File: src/rtl/csi_pkg.sv
// Shared CSI-2 receive definitions: data types, packet FSM states, header ECC and CRC byte step.
// Pure declarations and combinational helper functions; no timing of its own.
// No flow control here; the state set grows by one when CSI_RX_CRC_CHECK_EN is defined.
package csi_pkg;

  localparam logic [5:0] DT_FSC   = 6'h00;
  localparam logic [5:0] DT_FEC   = 6'h01;
  localparam logic [5:0] DT_LSC   = 6'h02;
  localparam logic [5:0] DT_LEC   = 6'h03;
  localparam logic [5:0] DT_RAW8  = 6'h2A;
  localparam logic [5:0] DT_RAW10 = 6'h2B;

  // First data type that denotes a long packet.
  localparam logic [5:0] DT_LONG_MIN = 6'h10;

  localparam logic [15:0] CRC_SEED = 16'hFFFF;

`ifdef CSI_RX_CRC_CHECK_EN
  typedef enum logic [1:0] {
    ST_IDLE    = 2'd0,
    ST_PAYLOAD = 2'd1,
    ST_DRAIN   = 2'd2,
    ST_CRC     = 2'd3
  } state_e;
`else
  typedef enum logic [1:0] {
    ST_IDLE    = 2'd0,
    ST_PAYLOAD = 2'd1,
    ST_DRAIN   = 2'd2
  } state_e;
`endif

  // 6-bit Hamming parity over d = {WC, DI}; d[0] is DI bit 0.
  function automatic logic [5:0] csi_ecc(input logic [23:0] d);
    logic [5:0] p;
    p[0] = d[0]^d[1]^d[2]^d[4]^d[5]^d[7]^d[10]^d[11]^d[13]^d[16]^d[20]^d[21]^d[22]^d[23];
    p[1] = d[0]^d[1]^d[3]^d[4]^d[6]^d[8]^d[10]^d[12]^d[14]^d[17]^d[20]^d[21]^d[22]^d[23];
    p[2] = d[0]^d[2]^d[3]^d[5]^d[6]^d[9]^d[11]^d[12]^d[15]^d[18]^d[20]^d[21]^d[22];
    p[3] = d[1]^d[2]^d[3]^d[7]^d[8]^d[9]^d[13]^d[14]^d[15]^d[19]^d[20]^d[21]^d[23];
    p[4] = d[4]^d[5]^d[6]^d[7]^d[8]^d[9]^d[16]^d[17]^d[18]^d[19]^d[20]^d[22]^d[23];
    p[5] = d[10]^d[11]^d[12]^d[13]^d[14]^d[15]^d[16]^d[17]^d[18]^d[19]^d[21]^d[22]^d[23];
    return p;
  endfunction

  // CRC-16 x^16+x^12+x^5+1 in reflected form, one byte, data bits LSB first.
  function automatic logic [15:0] csi_crc16_byte(input logic [15:0] crc, input logic [7:0] b);
    logic [15:0] c;
    c = crc;
    for (int i = 0; i < 8; i++) begin
      if (c[0] ^ b[i]) c = (c >> 1) ^ 16'h8408;
      else             c = c >> 1;
    end
    return c;
  endfunction

endpackage

File: src/rtl/csi_crc16_x4.sv
// Running CRC-16 over up to four bytes per cycle, earliest byte at [31:24], masked by be_i.
// crc_nxt_o is combinational from the current state; crc_o is the registered running value.
// No backpressure: accumulates every cycle vld_i is high; init_i reloads the seed.
module csi_crc16_x4
  import csi_pkg::*;
(
  input  logic        clk_i,
  input  logic        reset_i,
  input  logic        init_i,
  input  logic        vld_i,
  input  logic [31:0] data_i,
  input  logic [3:0]  be_i,
  output logic [15:0] crc_nxt_o,
  output logic [15:0] crc_o
);

  logic [15:0] crc_q, crc_d;
  logic [15:0] acc;

  // Fold the enabled bytes into the running CRC in stream order.
  always_comb begin
    acc = crc_q;
    if (be_i[3]) acc = csi_crc16_byte(acc, data_i[31:24]);
    if (be_i[2]) acc = csi_crc16_byte(acc, data_i[23:16]);
    if (be_i[1]) acc = csi_crc16_byte(acc, data_i[15:8]);
    if (be_i[0]) acc = csi_crc16_byte(acc, data_i[7:0]);
    crc_d = init_i ? CRC_SEED : (vld_i ? acc : crc_q);
  end

  // Running CRC register.
  always_ff @(posedge clk_i or posedge reset_i) begin
    if (reset_i) crc_q <= CRC_SEED;
    else         crc_q <= crc_d;
  end

  assign crc_nxt_o = acc;
  assign crc_o     = crc_q;

endmodule

File: src/rtl/csi_rx_packet_ctrl.sv
// CSI-2 packet sequencer: header ECC check, frame state per VC, word-count payload forwarding.
// All outputs registered, 1 cycle after the PPI word; CRC check included when CSI_RX_CRC_CHECK_EN.
// No backpressure: downstream must take one word per cycle; PHY valid loss truncates the packet.
module csi_rx_packet_ctrl
  import csi_pkg::*;
#(
  parameter int MIPI_LANES = 4,
  parameter int MIPI_GEAR  = 8
) (
  input  logic                            clk_i,
  input  logic                            reset_i,
  input  logic [MIPI_LANES-1:0]           rx_valid_i,
  input  logic [MIPI_LANES*MIPI_GEAR-1:0] rx_data_i,
  output logic [31:0]                     pix_data_o,
  output logic [3:0]                      pix_be_o,
  output logic                            pix_valid_o,
  output logic                            pix_last_o,
  output logic [5:0]                      pix_dt_o,
  output logic [1:0]                      pix_vc_o,
  output logic [3:0]                      frame_valid_o,
  output logic                            line_valid_o,
  output logic [15:0]                     frame_num_o,
  output logic                            err_ecc_o,
  output logic                            err_crc_o,
  output logic                            err_trunc_o,
  output logic                            err_sync_o
);

  state_e      state_q, state_d;
  logic [15:0] rem_q, rem_d;
  logic [5:0]  dt_q, dt_d;
  logic [1:0]  vc_q, vc_d;
  logic [31:0] pix_data_q, pix_data_d;
  logic [3:0]  pix_be_q, pix_be_d;
  logic        pix_valid_q, pix_valid_d;
  logic        pix_last_q, pix_last_d;
  logic        line_valid_q, line_valid_d;
  logic [3:0]  frame_valid_q, frame_valid_d;
  logic [15:0] frame_num_q, frame_num_d;
  logic        err_ecc_q, err_ecc_d;
  logic        err_trunc_q, err_trunc_d;
  logic        err_sync_q, err_sync_d;

  logic        rx_valid;
  logic [5:0]  hdr_dt;
  logic [1:0]  hdr_vc;
  logic [15:0] hdr_wc;
  logic [5:0]  hdr_syn;
  logic [3:0]  be_fin;

  assign rx_valid = &rx_valid_i;
  assign hdr_vc   = rx_data_i[31:30];
  assign hdr_dt   = rx_data_i[29:24];
  assign hdr_wc   = {rx_data_i[15:8], rx_data_i[23:16]};
  assign hdr_syn  = csi_ecc({hdr_wc, rx_data_i[31:24]}) ^ rx_data_i[5:0];

`ifdef CSI_RX_CRC_CHECK_EN
  logic        crc_init, crc_vld;
  logic [15:0] crc_nxt, crc_cur;
  logic [7:0]  crc_lo_q, crc_lo_d;
  logic        crc_hi_only_q, crc_hi_only_d;
  logic        err_crc_q, err_crc_d;

  csi_crc16_x4 u_crc (
    .clk_i     (clk_i),
    .reset_i   (reset_i),
    .init_i    (crc_init),
    .vld_i     (crc_vld),
    .data_i    (rx_data_i),
    .be_i      (pix_be_d),
    .crc_nxt_o (crc_nxt),
    .crc_o     (crc_cur)
  );
`endif

  // Byte enables of the final payload word: top 'remaining' lanes.
  always_comb begin
    case (rem_q[2:0])
      3'd1:    be_fin = 4'b1000;
      3'd2:    be_fin = 4'b1100;
      3'd3:    be_fin = 4'b1110;
      default: be_fin = 4'b1111;
    endcase
  end

  // Packet FSM next state and next values of every registered output.
  always_comb begin
    state_d       = state_q;
    rem_d         = rem_q;
    dt_d          = dt_q;
    vc_d          = vc_q;
    pix_data_d    = '0;
    pix_be_d      = '0;
    pix_valid_d   = 1'b0;
    pix_last_d    = 1'b0;
    line_valid_d  = 1'b0;
    frame_valid_d = frame_valid_q;
    frame_num_d   = frame_num_q;
    err_ecc_d     = 1'b0;
    err_trunc_d   = 1'b0;
    err_sync_d    = 1'b0;
`ifdef CSI_RX_CRC_CHECK_EN
    crc_init      = 1'b0;
    crc_vld       = 1'b0;
    crc_lo_d      = crc_lo_q;
    crc_hi_only_d = crc_hi_only_q;
    err_crc_d     = 1'b0;
`endif
    case (state_q)
      ST_IDLE: begin
        if (rx_valid) begin
          state_d = ST_DRAIN;
          if (hdr_syn != 6'd0) begin
            err_ecc_d = 1'b1;
          end else if (hdr_dt < DT_LONG_MIN) begin
            // A rejected FS/FE leaves frame state untouched.
            if (hdr_dt == DT_FSC) begin
              if (frame_valid_q[hdr_vc]) err_sync_d = 1'b1;
              else begin
                frame_valid_d[hdr_vc] = 1'b1;
                frame_num_d           = hdr_wc;
              end
            end else if (hdr_dt == DT_FEC) begin
              if (!frame_valid_q[hdr_vc]) err_sync_d = 1'b1;
              else frame_valid_d[hdr_vc] = 1'b0;
            end
          end else if (!frame_valid_q[hdr_vc]) begin
            // Lines outside a frame are flagged and dropped.
            err_sync_d = 1'b1;
          end else begin
            dt_d  = hdr_dt;
            vc_d  = hdr_vc;
            rem_d = hdr_wc;
`ifdef CSI_RX_CRC_CHECK_EN
            crc_init      = 1'b1;
            crc_hi_only_d = 1'b0;
            state_d       = (hdr_wc == 16'd0) ? ST_CRC : ST_PAYLOAD;
`else
            state_d       = (hdr_wc == 16'd0) ? ST_DRAIN : ST_PAYLOAD;
`endif
          end
        end
      end
      ST_PAYLOAD: begin
        if (!rx_valid) begin
          err_trunc_d = 1'b1;
          state_d     = ST_IDLE;
        end else begin
          pix_valid_d  = 1'b1;
          line_valid_d = 1'b1;
          pix_data_d   = rx_data_i;
          if (rem_q > 16'd4) begin
            pix_be_d = 4'b1111;
            rem_d    = rem_q - 16'd4;
          end else begin
            pix_be_d   = be_fin;
            pix_last_d = 1'b1;
            rem_d      = '0;
            state_d    = ST_DRAIN;
`ifdef CSI_RX_CRC_CHECK_EN
            // CRC bytes follow the last payload byte, LSB first; they may spill into the next word.
            case (rem_q[2:0])
              3'd1: err_crc_d = crc_nxt != {rx_data_i[15:8], rx_data_i[23:16]};
              3'd2: err_crc_d = crc_nxt != {rx_data_i[7:0], rx_data_i[15:8]};
              3'd3: begin
                crc_lo_d      = rx_data_i[7:0];
                crc_hi_only_d = 1'b1;
                state_d       = ST_CRC;
              end
              default: begin
                crc_hi_only_d = 1'b0;
                state_d       = ST_CRC;
              end
            endcase
`endif
          end
`ifdef CSI_RX_CRC_CHECK_EN
          crc_vld = 1'b1;
`endif
        end
      end
`ifdef CSI_RX_CRC_CHECK_EN
      ST_CRC: begin
        if (!rx_valid) begin
          err_trunc_d = 1'b1;
          state_d     = ST_IDLE;
        end else begin
          if (crc_hi_only_q) err_crc_d = crc_cur != {rx_data_i[31:24], crc_lo_q};
          else               err_crc_d = crc_cur != {rx_data_i[23:16], rx_data_i[31:24]};
          state_d = ST_DRAIN;
        end
      end
`endif
      ST_DRAIN: begin
        if (!rx_valid) state_d = ST_IDLE;
      end
      default: state_d = ST_IDLE;
    endcase
  end

  // State and output registers.
  always_ff @(posedge clk_i or posedge reset_i) begin
    if (reset_i) begin
      state_q       <= ST_IDLE;
      rem_q         <= '0;
      dt_q          <= '0;
      vc_q          <= '0;
      pix_data_q    <= '0;
      pix_be_q      <= '0;
      pix_valid_q   <= 1'b0;
      pix_last_q    <= 1'b0;
      line_valid_q  <= 1'b0;
      frame_valid_q <= '0;
      frame_num_q   <= '0;
      err_ecc_q     <= 1'b0;
      err_trunc_q   <= 1'b0;
      err_sync_q    <= 1'b0;
    end else begin
      state_q       <= state_d;
      rem_q         <= rem_d;
      dt_q          <= dt_d;
      vc_q          <= vc_d;
      pix_data_q    <= pix_data_d;
      pix_be_q      <= pix_be_d;
      pix_valid_q   <= pix_valid_d;
      pix_last_q    <= pix_last_d;
      line_valid_q  <= line_valid_d;
      frame_valid_q <= frame_valid_d;
      frame_num_q   <= frame_num_d;
      err_ecc_q     <= err_ecc_d;
      err_trunc_q   <= err_trunc_d;
      err_sync_q    <= err_sync_d;
    end
  end

`ifdef CSI_RX_CRC_CHECK_EN
  // CRC capture state and error pulse.
  always_ff @(posedge clk_i or posedge reset_i) begin
    if (reset_i) begin
      crc_lo_q      <= '0;
      crc_hi_only_q <= 1'b0;
      err_crc_q     <= 1'b0;
    end else begin
      crc_lo_q      <= crc_lo_d;
      crc_hi_only_q <= crc_hi_only_d;
      err_crc_q     <= err_crc_d;
    end
  end
  assign err_crc_o = err_crc_q;
`else
  assign err_crc_o = 1'b0;
`endif

  assign pix_data_o    = pix_data_q;
  assign pix_be_o      = pix_be_q;
  assign pix_valid_o   = pix_valid_q;
  assign pix_last_o    = pix_last_q;
  assign pix_dt_o      = dt_q;
  assign pix_vc_o      = vc_q;
  assign frame_valid_o = frame_valid_q;
  assign line_valid_o  = line_valid_q;
  assign frame_num_o   = frame_num_q;
  assign err_ecc_o     = err_ecc_q;
  assign err_trunc_o   = err_trunc_q;
  assign err_sync_o    = err_sync_q;

endmodule

File: config.mk
export PLATFORM = sky130hd
export DESIGN_NAME = csi_rx_packet_ctrl
export DESIGN_NICKNAME = d
export VERILOG_FILES = /design/src/rtl/csi_pkg.sv /design/src/rtl/csi_crc16_x4.sv /design/src/rtl/csi_rx_packet_ctrl.sv
export SDC_FILE = /design/constraint.sdc
export NUM_CORES = 1
export LEC_CHECK = 0
export ABC_CLOCK_PERIOD_IN_PS = 2100
export BUFFER_PORTS_ARGS = -buffer_cell sky130_fd_sc_hd__buf_2
export CORE_AREA = 3 3 101 103
export DETAILED_ROUTE_END_ITERATION = 10
export DIE_AREA = 0 0 104 106
export PLACE_DENSITY = 0.74
export REMOVE_ABC_BUFFERS = 1
export SLEW_MARGIN = 5
export SYNTH_ARGS = -nofsm -noshare
export SYNTH_HDL_FRONTEND = slang
export SYNTH_HIERARCHICAL = 1
export SYNTH_SLANG_ARGS = --single-unit
File: constraint.sdc
create_clock -name clk_i -period 2.1 [get_ports clk_i]
set_input_delay 0 -clock clk_i [delete_from_list [all_inputs] [get_ports clk_i]]
set_output_delay 0 -clock clk_i [all_outputs]
set_load 0.05 [all_outputs]
# Word level (Yosys, flattened, before mapping)

Cells that the tools add are included.

Equality and inequality tests: 14
Add/sub/neg operators: 1
Mux-type cells: 48
$lt $le $gt $ge: 4
Reductions and logical operators: 14
Bitwise gates (word level): 80

Operator list:

| cell                  | count |
|---|---|
| $mux 16               | 6 |
| $xor 1x1->1           | 73 |
| $mux 32               | 2 |
| $pmux 16 s2           | 1 |
| $mux 4                | 6 |
| $mux 1                | 20 |
| $gt 16x3->1 const B   | 1 |
| $logic_not 16->1      | 1 |
| $mux 2                | 8 |
| $sub 16x3->16 const B | 1 |
| $ne 2x2->1 const B    | 7 |
| $reduce_and 10->1     | 1 |
| $pmux 3 s3            | 1 |
| $reduce_and 9->1      | 1 |
| $reduce_and 8->1      | 1 |
| $eq 3x2->1 const B    | 2 |
| $eq 6x1->1 const B    | 1 |
| $logic_not 6->1       | 1 |
| $lt 6x5->1 const B    | 1 |
| $pmux 2 s3            | 1 |
| $reduce_and 6->1      | 1 |
| $reduce_bool 2->1     | 3 |
| $reduce_bool 6->1     | 1 |
| $xor 6x6->6           | 1 |
| other kinds (17)      | 19 |

Input bits: 38
Logic and storage cells: 174
Flip-flop bits (word level): 87
Output and inout bits: 71

# Depth between registers and ports, before layout

Gate-level depths: netlist (run 1).

Depth after elaboration: 18
Depth in mapped cells: 11
Gate-level depth less buffers: 9

# Least setup slack after synthesis (run 1)

No wires, ideal clock.

Path kind: input-to-reg
From: input port rx_data_i[24]
To: register rem_q[2]
Path slack: -599 ps
Path buffers: 1
Cell stages on the path: 10
Library setup time: 126 ps
Data required time: 1974 ps
Arrival: 2573 ps
Cell sequence: inv_1 > ha_1 > xnor3_4 > xnor2_1 > xor2_1 > or3_4 > a211oi_4 > a31oi_4 > buf_4 > a221o_1

Word-level cells in the longest chain between the ends: 17
Elaborated cells between the ends (all ways): 43
Those cells by class: 1 x order compare; 2 x eq/ne; 38 x bitwise; 2 x reduce/logical

Ends and longest elaborated chain:

| item                                                 | RTL line                     | RTL |
|---|---|---|
| from (decl)                                          | csi_rx_packet_ctrl.sv:13     | `input logic [MIPI_LANES*MIPI_GEAR-1:0] rx_data_i,` |
| $xor 1x1->1                                          | csi_pkg.sv:36, csi_pkg.sv:37 |  |
| $xor 1x1->1, on equally long branches (12 in series) | csi_pkg.sv:36, csi_pkg.sv:37 |  |
| $xor 6x6->6                                          | csi_rx_packet_ctrl.sv:55     | `assign hdr_syn = csi_ecc({hdr_wc, rx_data_i[31:24]}) ^ rx_data_i[5:0];` |
| $reduce_bool 6->1                                    | csi_rx_packet_ctrl.sv:113    | `if (hdr_syn != 6'd0) begin` |
| $ne 2x2->1 (no source line)                          | --                           |  |
| $reduce_and 6->1 (no source line) *                  | --                           |  |
| to (signal assigned)                                 | csi_rx_packet_ctrl.sv:220    | `rem_q <= rem_d;` |
| to (decl)                                            | csi_rx_packet_ctrl.sv:30     | `logic [15:0] rem_q, rem_d;` |

Mark *: on every way between the ends. The rest lies on a longest branch, timed or not.
A chain may end at the register's enable or synchronous reset.

==> results of run 1 <==
[layout make-up]
| cell class | instances | area [um2] |
|---|---|---|
| tap | 129 | 161 |
| multi-input combinational | 271 | 2650 |
| clock buffer | 11 | 151 |
| inverter | 16 | 68.8 |
| sequential | 86 | 2150 |
| fill | 568 | 2380 |
| clock inverter | 5 | 81.3 |
| timing repair buffer | 233 | 1640 |
[registers in the layout, indices dropped and copies added, names as in the netlist, named ones only]
name,cells
err_ecc_o,1
err_trunc_o,1
pix_dt_o,6
state_q,2
line_valid_o,1
pix_be_o,3
pix_data_o,32
err_sync_o,1
pix_last_o,1
frame_num_o,16
rem_q,16
pix_vc_o,2
[per-stage QoR]
stage               setup slack [ns]  total power [uW]  setup TNS [ns]  utilization
floorplan                     -0.986              2200          -37.66            -
global placement              -0.716              2530          -29.23        0.604
detailed placement            -0.831              2560          -33.79        0.604
CTS                           -0.157              4250           -1.97        0.708
global route                  -0.275              4630           -7.79        0.744
finish                        -0.245              4500           -5.66        0.744
[power groups by stage]
stage                     clock network [uW]  logic (uW)  registers [uW]
final                                   1360        1470            1660
after CTS                               1370        1220            1660
after detailed placement                   0         869            1700
after global placement                     0         836            1700
after floorplan                            0         505            1700
after global routing                    1440        1520            1660
[path summary, 6_finish.rpt]
kind	to	slack [ns]	depth (start not counted)
min in group asynchronous	line_valid_o	0.28	3
setup reg to reg	register	-0.23	6
max in group asynchronous	async pin	1.11	4
setup / recovery	register	-0.25	13
hold reg to reg	pix_vc_o[0]	0.51	1
hold / removal	pix_data_o[15]	0.02	3
[cells by family after synthesis]
family / count (synthesis)
AO/OA/AOI/OAI: 58
XOR/XNOR: 44
adder cells (fa/ha/maj): 7
buffers and inverters: 40
flip-flops: 86
multiplexers: 33
other: 1
AND/OR/NAND/NOR: 126
[synth_stat cells (2+ instances only)]
master,number
sky130_fd_sc_hd__o211ai_1,2
sky130_fd_sc_hd__nand4_1,5
sky130_fd_sc_hd__or3_1,3
sky130_fd_sc_hd__buf_6,2
sky130_fd_sc_hd__a21oi_1,11
sky130_fd_sc_hd__nor3_1,8
sky130_fd_sc_hd__nor4_1,19
sky130_fd_sc_hd__clkbuf_1,13
sky130_fd_sc_hd__ha_1,7
sky130_fd_sc_hd__xnor3_4,2
sky130_fd_sc_hd__xnor2_1,28
sky130_fd_sc_hd__o21ai_0,16
sky130_fd_sc_hd__and2_1,27
sky130_fd_sc_hd__nand3_1,4
sky130_fd_sc_hd__or2_2,2
sky130_fd_sc_hd__o31ai_1,3
sky130_fd_sc_hd__buf_4,4
sky130_fd_sc_hd__dfrtp_1,86
sky130_fd_sc_hd__nor2b_1,2
sky130_fd_sc_hd__nor2_1,25
sky130_fd_sc_hd__clkbuf_2,2
sky130_fd_sc_hd__mux2_2,31
sky130_fd_sc_hd__nor3b_1,4
sky130_fd_sc_hd__xor2_1,5
sky130_fd_sc_hd__nand2_1,16
sky130_fd_sc_hd__xnor3_1,7
sky130_fd_sc_hd__inv_1,16
sky130_fd_sc_hd__nand2b_1,3
sky130_fd_sc_hd__a32oi_1,6
sky130_fd_sc_hd__o22ai_1,11
[timing repair]
item	in CTS	in global routing
hold buffers	17	0
setup endpoints to repair	49	48
cloned	4	1
gates resized for setup	83	46
pin swaps	45	30
endpoints found under the hold margin	59	0
setup buffers	16	17
[routing by layer]
metal  GRT usage  vias up  share of wire
met5           0        -              0
met4       0.164        0          0.060
met3      0.0638       87          0.077
met2       0.483      302           0.51
met1       0.303     2159           0.35
li1            -     1847              -
[worst reg2reg max path, stage by stage (launching register included)]
cell and delay (ns):
sky130_fd_sc_hd__dfrtp_1 0.40, sky130_fd_sc_hd__mux4_2 0.53, sky130_fd_sc_hd__mux2_4 0.23, sky130_fd_sc_hd__nand4_1 0.15
sky130_fd_sc_hd__or3_4 0.45, sky130_fd_sc_hd__nor3_4 0.14, sky130_fd_sc_hd__mux2_4 0.31
==> flow_metrics.env, run 1 <==
export IMPL_synth_edff_count=0
export IMPL_ys_flop_type="sky130_fd_sc_hd__dfrtp_1"
export IMPL_violations="negative setup slack"
export IMPL_post_layout_nonfiller_instances=751
export IMPL_post_synth_and_or_nand_nor_area_fraction=0.158
export IMPL_crit_required_ns=2.35
export IMPL_clock_root_buffer="sky130_fd_sc_hd__clkbuf_8"
export IMPL_outcome="complete, but fails checks"
export IMPL_global_route_wire_length_before_repair_um=23600
export IMPL_final_count_of_pins_violating_max_slew=0
export IMPL_finalCritPeriodShare=1.12
export IMPL_grt_max_degree=46
export IMPL_critical_path_source_type="primary input"
export IMPL_clock_tree_htree_level_count=3
export IMPL_synth_top_cell_area_share=0.483
export IMPL_post_drt_via_cell_ratio=5.85
export IMPL_numCtsBuffers=9
export IMPL_routabilityCongestion=0.891
export IMPL_synth_top_family_by_area="simple AND/OR/NAND/NOR gates"
export IMPL_internal_power_uw=3050
export IMPL_power_per_cell_area_nw_per_um2=652
export IMPL_wl_per_cell_um=21.8
export IMPL_fin_skew_ns=0.0112
export IMPL_worstPathMaxFanout=7
export IMPL_compound_cell_area_share_of_the_yosys_netlist=0.0882
export IMPL_async_flop_share=1.00
export IMPL_post_route_drc_count=0
export IMPL_crit_path_top_delay_cell="sky130_fd_sc_hd__a211o_4"
export IMPL_pwr_share_clk=0.303
export IMPL_diodes=0
export IMPL_chipWidth_um=104
export IMPL_timing_max_cap_violations=0
export IMPL_timing_critical_path_cells="buf_8, inv_6, ha_4, xnor3_4, xnor2_4, buf_4, buf_4, buf_4, xnor2_4, a211o_4, buf_6, nor4_4, mux2_4"
export IMPL_antenna_found_initial=0
export IMPL_finalHoldViolations=0
export IMPL_finish_instance_area_um2=6900
export IMPL_critical_path_top_cell_by_count="sky130_fd_sc_hd__buf_4"
export IMPL_fraction_of_power_spent_switching_nets=0.322
export IMPL_final_hold_slack_ns=0.0156
export IMPL_min_delay_start="rx_data_i[15]"
export IMPL_yosys_area_share_xor_xnor=0.121
export IMPL_worst_slew_pin_transition_ns=0.751
export IMPL_crit_start="rx_data_i[24]"
export IMPL_sinks_on_the_clock_net=86
export IMPL_drive_above_1_share=0.542
export IMPL_pwr_share_seq=0.369
export IMPL_final_nets=662
export IMPL_netlist_cell_type_count=55
export IMPL_synth_fa_ha_area_frac=0.0197
export IMPL_leakage_power_figure_uw=0.00358
export IMPL_drt_first_iter_violations=468
export IMPL_commonest_cells_after_routing_fill_and_taps_aside="105 x sky130_fd_sc_hd__buf_2, 93 x sky130_fd_sc_hd__buf_4, 86 x sky130_fd_sc_hd__dfrtp_1"
export IMPL_setup_worst_path_end_class="register"
export IMPL_clock_tree_from_tritoncts="built"
export IMPL_timing_critical_path_slowest_cell_delay_ns=0.44
export IMPL_worst_slack_ns=-0.245
export IMPL_ys_seq_elements=86
export IMPL_effective_utilization_at_floorplan=0.480
export IMPL_post_detailed_placement_half_perimeter_wirelength_um=9180
export IMPL_setup_repair_after_global_routing_missed_its_margin="true"
export IMPL_synthCells=395
export IMPL_dieHeight_um=106
export IMPL_postRouteAntennaNets=0
export IMPL_setup_violations=42
export IMPL_synth_mux_area_frac=0.0856
export IMPL_ir_drop_mv=0.445
export IMPL_core_region_area_um2=9280
export IMPL_pin_count=109
export IMPL_max_freq_mhz=426
export IMPL_clock_input_transition_at_the_sequential_cells_of_the_worst_setup_and_hold_paths_ns=0.09
export IMPL_total_die_area_um2=11000
export IMPL_worstSkewPairLatency_ns=0.36
export IMPL_worstPathArrival_ns=2.60
export IMPL_num_vias=4395
export IMPL_first_global_vias=4527
export IMPL_layout_cells_most_common="sky130_fd_sc_hd__buf_2"
export IMPL_min_path_type="primary input to register"
export IMPL_critical_path_buf_inv_count=6
export IMPL_finalWirelength_um=16400
export IMPL_synth_area_per_cell_um2=11.3
export IMPL_placed_area_um2=5600
export IMPL_clockBufferDepth=2
export IMPL_power_net_switching_uw=1450
export IMPL_power_frac_comb=0.328
export IMPL_min_period_ns=2.35
export IMPL_grt_total_usage=0.275
export IMPL_numPlacedInstances=683
export IMPL_slew_headroom=0.499
export IMPL_syn_area_um2=4460
export IMPL_type_of_the_worst_setup_path="primary input to register"
export IMPL_std_cell_rows=35
export IMPL_yosysSeqAreaShare=0.483
export IMPL_cp_top_family="XOR/XNOR gates"
export IMPL_area_growth_synth_to_final_pct=54.9
export IMPL_synth_area_leaders="sky130_fd_sc_hd__dfrtp_1 48%, sky130_fd_sc_hd__mux2_2 7.8%, sky130_fd_sc_hd__xnor2_1 5.5%"
export IMPL_dr_pass1_iters=5
export IMPL_global_route_overflow_total=0
export IMPL_synthDominantAreaCellType="sky130_fd_sc_hd__dfrtp_1"
export IMPL_yosys_warnings=6
export IMPL_portBuffers=107
(Power assumes the default switching activity.)
==> run 2: changes to the inputs <==
Settings changed: ABC_AREA set to 1, CORE_AREA 3 3 101 103 to 3 3 105 107, CTS_CLUSTER_DIAMETER set to 200, DIE_AREA 0 0 104 106 to 0 0 108 110, PLACE_DENSITY 0.74 to 0.76.
==> flow_metrics.env, run 2 <==
export IMPL_timing_max_cap_violations=0
export IMPL_portBuffers=107
export IMPL_fin_tns_setup_ns=0
export IMPL_num_vias=5324
export IMPL_antenna_found_initial=0
export IMPL_final_nets=917
export IMPL_power_per_cell_area_nw_per_um2=578
export IMPL_finalHoldViolations=0
export IMPL_numCtsBuffers=9
export IMPL_pin_count=109
export IMPL_post_layout_nonfiller_instances=1013
export IMPL_yosys_warnings=6
export IMPL_preCtsSetupSlack_ns=-0.0737
export IMPL_effective_utilization_at_floorplan=0.495
export IMPL_sinks_on_the_clock_net=86
export IMPL_async_flop_share=1.00
export IMPL_ys_seq_elements=86
export IMPL_clock_root_buffer="sky130_fd_sc_hd__clkbuf_8"
export IMPL_syn_area_um2=5070
export IMPL_type_of_the_worst_setup_path="primary input to register"
export IMPL_final_count_of_pins_violating_max_slew=0
export IMPL_clock_input_transition_at_the_sequential_cells_of_the_worst_setup_and_hold_paths_ns=0.09
export IMPL_diodes=0
export IMPL_outcome="complete, no violations"
export IMPL_ir_drop_mv=0.339
export IMPL_finish_instance_area_um2=6850
export IMPL_critical_path_source_type="primary input"
export IMPL_postRouteAntennaNets=0
export IMPL_routabilityCongestion=0.953
export IMPL_finalWirelength_um=16200
export IMPL_ff2ff_path_depth=9
export IMPL_crit_required_ns=2.35
export IMPL_wl_per_cell_um=16.0
export IMPL_fin_skew_ns=0.0111
export IMPL_leakage_power_figure_uw=0.00404
export IMPL_worst_slack_ns=0.0680
export IMPL_numPlacedInstances=945
export IMPL_setup_violations=0
export IMPL_drive_above_1_share=0.287
export IMPL_slew_headroom=0.575
export IMPL_min_period_ns=2.03
export IMPL_r2r_end="frame_num_o[2]"
export IMPL_dieHeight_um=110
export IMPL_postLayoutCoreUtil=0.669
export IMPL_placed_area_um2=5880
export IMPL_dr_pass1_iters=5
export IMPL_synth_area_leaders="sky130_fd_sc_hd__dfrtp_1 42%, sky130_fd_sc_hd__nand2_1 19%, sky130_fd_sc_hd__nand3_1 7.1%"
export IMPL_grt_max_degree=52
export IMPL_worst_slew_pin_transition_ns=0.636
export IMPL_global_route_wire_length_before_repair_um=24600
export IMPL_first_global_vias=5061
export IMPL_clock_tree_from_tritoncts="built"
export IMPL_worstSkewPairLatency_ns=0.36
export IMPL_commonest_cells_after_routing_fill_and_taps_aside="230 x sky130_fd_sc_hd__nand2_1, 103 x sky130_fd_sc_hd__buf_2, 86 x sky130_fd_sc_hd__dfrtp_1"
export IMPL_synth_top_cell_area_share=0.425
export IMPL_hold_depth=4
export IMPL_clockBufferDepth=2
export IMPL_largest_register_ff_count=32
export IMPL_global_route_overflow_total=0
export IMPL_finalCritPeriodShare=0.968
export IMPL_synthCells=694
export IMPL_std_cell_rows=37
export IMPL_reg2reg_setup_slack_ns=0.09
export IMPL_yosysSeqAreaShare=0.425
export IMPL_setup_worst_path_end_class="register"
export IMPL_worst_flop_to_flop_path_startpoint="state_q[1]"
export IMPL_total_die_area_um2=11900
export IMPL_area_growth_synth_to_final_pct=35.1
export IMPL_max_freq_mhz=492
export IMPL_ys_flop_type="sky130_fd_sc_hd__dfrtp_1"
export IMPL_synthDominantAreaCellType="sky130_fd_sc_hd__dfrtp_1"
export IMPL_grt_total_usage=0.265
export IMPL_post_route_drc_count=0
export IMPL_clock_tree_htree_level_count=3
export IMPL_min_path_type="primary input to register"
export IMPL_min_delay_start="rx_data_i[24]"
export IMPL_layout_filler_cells=849
export IMPL_post_detailed_placement_half_perimeter_wirelength_um=11200
export IMPL_most_numerous_cell_in_the_yosys_netlist="sky130_fd_sc_hd__nand2_1"
export IMPL_worstPathMaxFanout=8
export IMPL_worstPathArrival_ns=2.28
export IMPL_drt_first_iter_violations=335
export IMPL_core_region_area_um2=10200
export IMPL_synth_edff_count=0
export IMPL_post_drt_via_cell_ratio=5.26
export IMPL_netlist_cell_type_count=40
export IMPL_chipWidth_um=108
export IMPL_synth_commonest_cells="250 x sky130_fd_sc_hd__nand2_1, 86 x sky130_fd_sc_hd__dfrtp_1, 72 x sky130_fd_sc_hd__nand3_1"
export IMPL_worst_hold_path_endpoint="pix_data_o[24]"
export IMPL_layout_cells_most_common="sky130_fd_sc_hd__nand2_1"
export IMPL_synth_area_per_cell_um2=7.30
-- run 2: cell types whose count changed in the layout (fill, tap and decap cells not counted), sizes merged, moves of 9 or more --
cell | before | now
nand2 | 16 | 263
buf | 216 | 147
nand3 | 6 | 74
inv | 15 | 80
nor2 | 25 | 79
mux2 | 31 | 0
and2 | 28 | 2
dlygate4sd3 | 17 | 37
nor4 | 19 | 0
xnor2 | 29 | 14
o21ai | 16 | 6
xnor3 | 10 | 0
a21oi | 11 | 2
-- run 2: worst max path at each step --
stage | start | to | depth (start not counted)
floorplan | state_q[1] | rem_q[1] | 9
global placement | rx_data_i[24] | state_q[0] | 15
detailed placement | rx_data_i[24] | state_q[0] | 15
CTS | rx_data_i[8] | state_q[0] | 19
global route | state_q[1] | frame_num_o[2] | 9
finish | rx_data_i[22] | frame_num_o[2] | 19
-- run 2: critical path: stages --
cell and delay, ns:
sky130_fd_sc_hd__dlygate4sd3_1 0.56, sky130_fd_sc_hd__buf_6 0.15, sky130_fd_sc_hd__inv_2 0.06, sky130_fd_sc_hd__nand2_2 0.09, sky130_fd_sc_hd__nand2_4 0.12, sky130_fd_sc_hd__nand2_2 0.06, sky130_fd_sc_hd__nand2_1 0.07, sky130_fd_sc_hd__nand3_2 0.11
sky130_fd_sc_hd__nand2_2 0.08, sky130_fd_sc_hd__nand2_2 0.08, sky130_fd_sc_hd__nand2_2 0.10, sky130_fd_sc_hd__nand2_1 0.05, sky130_fd_sc_hd__nand2_1 0.06, sky130_fd_sc_hd__nand2_2 0.09, sky130_fd_sc_hd__nor3_4 0.20, sky130_fd_sc_hd__buf_4 0.15
sky130_fd_sc_hd__nand2_2 0.12, sky130_fd_sc_hd__nand2_1 0.09, sky130_fd_sc_hd__nand2_1 0.05
-- run 2: timing repair --
| action | in CTS | in global routing |
|---|---|---|
| hold buffers | 39 | 1 |
| resized for setup | 0 | 65 |
| setup buffers | 0 | 11 |
| endpoints found under the hold margin | 73 | 1 |
| endpoints found under the setup margin | 0 | 47 |
-- run 2: per-layer routing --
metal,vias up,global-route usage,routed length [um]
met3,34,0.0513,1020
li1,2527,-,-
met5,-,0,0
met1,2552,0.338,6610
met4,0,0.0812,378
met2,211,0.458,8140
-- run 2: area by class of cell --
type                    instances  area [um2]  area share
well taps                     136         170      0.0249
flip-flops and latches         86        2150       0.314
multi-input cells             508        2680       0.391
clock inverters                 5        81.3      0.0119
inverters                      81         310      0.0453
clock buffers                  11         151      0.0221
repair buffers                186        1300       0.190
-- run 2: stage by stage --
stage	power (uW)	hold WS [ns]
3_3_place_gp	2440	0.0936
2_1_floorplan	2200	0.117
5_1_grt	4130	0.0274
6_report	3960	0.0155
3_5_place_dp	2450	0.102
4_1_cts	3850	0.00342
-- run 2: cell families (layout without fill, tap and decap cells) --
group           after synthesis  in the layout  share of synthesized area
buf+inv                     103            283                     0.0899
fa+ha+maj                     7              7                     0.0173
simple gates                442            445                      0.382
compound gates               28             28                     0.0385
other cells                   1              1                   0.000740
flops                        86             86                      0.425
xor+xnor                     27             27                     0.0467
-- run 2: power breakdown --
part	total, uW	internal, uW	leakage [uW]	switching [uW]
Sequential	1680	1660	0.00120	12.0
Clock	1360	736	0.000116	629
Combinational	917	358	0.00273	559
Total	3960	2760	0.00404	1200
==> run 3: changes to the inputs <==
Settings changed: GPL_TIMING_DRIVEN set to 0.
==> flow_metrics.env, run 3 (synthesis results as in run 2) <==
export IMPL_outcome="complete, no violations"
export IMPL_power_per_cell_area_nw_per_um2=563
export IMPL_drt_first_iter_violations=408
export IMPL_effective_utilization_at_floorplan=0.495
export IMPL_dieHeight_um=110
export IMPL_grt_total_usage=0.259
export IMPL_setup_violations=0
export IMPL_clock_tree_from_tritoncts="built"
export IMPL_final_nets=901
export IMPL_finalHoldViolations=0
export IMPL_worstPathMaxFanout=8
export IMPL_postRouteAntennaNets=0
export IMPL_timing_critical_path_cells="nor2_4, inv_1, nor2_2, inv_1, nor3_4, buf_4, nand2_4, nand2_1, nand2_1"
export IMPL_fin_tns_setup_ns=0
export IMPL_pwr_share_seq=0.452
export IMPL_grt_max_degree=45
export IMPL_reg2reg_setup_slack_ns=0.11
export IMPL_power_frac_comb=0.226
export IMPL_postLayoutCoreUtil=0.643
export IMPL_type_of_the_worst_setup_path="register to register"
export IMPL_power_net_switching_uw=1160
export IMPL_leakage_power_figure_uw=0.00393
export IMPL_diodes=0
export IMPL_total_die_area_um2=11900
export IMPL_final_count_of_pins_violating_max_slew=0
export IMPL_std_cell_rows=37
export IMPL_first_global_vias=5117
export IMPL_numCtsBuffers=9
export IMPL_chipWidth_um=108
export IMPL_ir_drop_mv=0.368
export IMPL_timing_critical_path_slowest_cell_delay_ns=0.49
export IMPL_finalCritPeriodShare=0.947
export IMPL_wl_per_cell_um=15.3
export IMPL_layout_cells_most_common="sky130_fd_sc_hd__nand2_1"
export IMPL_finalWirelength_um=15300
export IMPL_min_path_type="primary input to register"
export IMPL_min_period_ns=1.99
export IMPL_seqCellArea_um2=2150
export IMPL_ff2ff_path_depth=9
export IMPL_dr_pass1_iters=7
export IMPL_pin_count=109
export IMPL_r2r_end="frame_num_o[6]"
export IMPL_post_drt_via_cell_ratio=5.30
export IMPL_drive_above_1_share=0.229
export IMPL_area_growth_synth_to_final_pct=29.8
export IMPL_clockBufferDepth=2
export IMPL_core_region_area_um2=10200
export IMPL_crit_required_ns=2.36
export IMPL_layout_filler_cells=863
export IMPL_post_layout_nonfiller_instances=996
export IMPL_antenna_found_initial=0
export IMPL_worst_flop_to_flop_path_startpoint="state_q[1]"
export IMPL_min_delay_start="rx_data_i[23]"
export IMPL_worstSkewPairLatency_ns=0.38
export IMPL_worstPathArrival_ns=2.25
export IMPL_setup_worst_path_end_class="register"
export IMPL_largest_register_ff_count=32
export IMPL_internal_power_uw=2550
export IMPL_post_route_drc_count=0
export IMPL_timing_max_cap_violations=0
export IMPL_global_route_wire_length_before_repair_um=23800
export IMPL_routabilityCongestion=0.945
export IMPL_worst_slew_pin_transition_ns=0.548
export IMPL_fraction_of_power_spent_switching_nets=0.313
export IMPL_multi_input_gate_area_um2=2560
export IMPL_worst_hold_path_endpoint="pix_data_o[23]"
export IMPL_fin_skew_ns=0.0155
export IMPL_sinks_on_the_clock_net=86
export IMPL_max_freq_mhz=503
export IMPL_commonest_cells_after_routing_fill_and_taps_aside="248 x sky130_fd_sc_hd__nand2_1, 107 x sky130_fd_sc_hd__buf_2, 86 x sky130_fd_sc_hd__dfrtp_1"
export IMPL_slew_headroom=0.635
export IMPL_post_detailed_placement_half_perimeter_wirelength_um=10200
export IMPL_clock_input_transition_at_the_sequential_cells_of_the_worst_setup_and_hold_paths_ns=0.09
export IMPL_placed_area_um2=5650
export IMPL_portBuffers=107
export IMPL_crit_path_top_delay_cell="sky130_fd_sc_hd__dfrtp_1"
export IMPL_global_route_overflow_total=0
export IMPL_numPlacedInstances=916
export IMPL_clock_root_buffer="sky130_fd_sc_hd__clkbuf_8"
export IMPL_hold_depth=3
export IMPL_num_vias=5278
export IMPL_pwr_share_clk=0.322
export IMPL_finish_instance_area_um2=6580
export IMPL_critical_path_source_type="register"
export IMPL_clock_tree_htree_level_count=3
==> run 3: changes by cell type in the layout (fill, tap and decap cells not counted), sizes merged <==
cell and delta:
dlygate4sd3 +9, clkinv +1, nor2 -1, clkinvlp +2
inv -1, dlymetal6s4s -1, nor3 +1, nand2 -1
clkbuf -2, buf -23, bufinv -1
==> run 3: final cells by class <==
class / instances / share of cell area
well taps: 136 / 0.0259
repair buffers: 170 / 0.179
clock inverters: 5 / 0.00913
multi-input cells: 507 / 0.390
inverters: 81 / 0.0475
flip-flops and latches: 86 / 0.327
clock buffers: 10 / 0.0209
repair inverters: 1 / 0.00114
==> run 3: repair_timing <==
item	4_1_cts	5_1_grt
buffers inserted	4	12
resized for setup	7	15
endpoints found under the setup margin	68	45
hold buffers	45	2
pin swaps	3	7
hold endpoints to repair	89	2
gates cloned	2	1
==> run 3: how the worst max path moves through the flow <==
stage / slack [ns] / startpoint / end / cells past startpoint
after floorplan: -0.16 / state_q[1] / rem_q[1] / 9
after global placement: -1.02 / reset_i / async pin / 2
after detailed placement: -0.86 / state_q[1] / rem_q[5] / 8
after CTS: 0.01 / state_q[1] / frame_num_o[4] / 8
after global routing: -0.02 / rx_data_i[18] / rem_q[1] / 17
final: 0.11 / state_q[1] / frame_num_o[6] / 9
==> run 3: power groups by stage <==
stage | registers [uW] | clock network (uW) | logic, uW
3_3_place_gp | 1710 | 0 | 667
2_1_floorplan | 1710 | 0 | 497
6_report | 1680 | 1200 | 836
4_1_cts | 1670 | 1210 | 784
3_5_place_dp | 1710 | 0 | 693
5_1_grt | 1680 | 1280 | 929
==> run 3: routing by layer <==
layer,part of all wire,global-route usage
met1,0.39,0.316
met2,0.50,0.437
met3,0.074,0.0373
met4,0.034,0.157
met5,0,0
==> run 3: metrics by stage <==
step	total power (uW)	hold slack (ns)	setup WS (ns)
final	3710	0.0187	0.110
after global routing	3890	0.0279	-0.0248
after CTS	3670	0.00170	0.0110
after detailed placement	2400	0.0987	-0.860
after global placement	2370	0.224	-1.02
after floorplan	2200	0.117	-0.164
==> run 3: worst max-delay path, delay by kind of cell, from the launching register on <==
family / cells / cell delay [ns]
AND/OR/NAND/NOR: 6 / 0.95
flip-flops: 1 / 0.49
buffers and inverters: 3 / 0.44
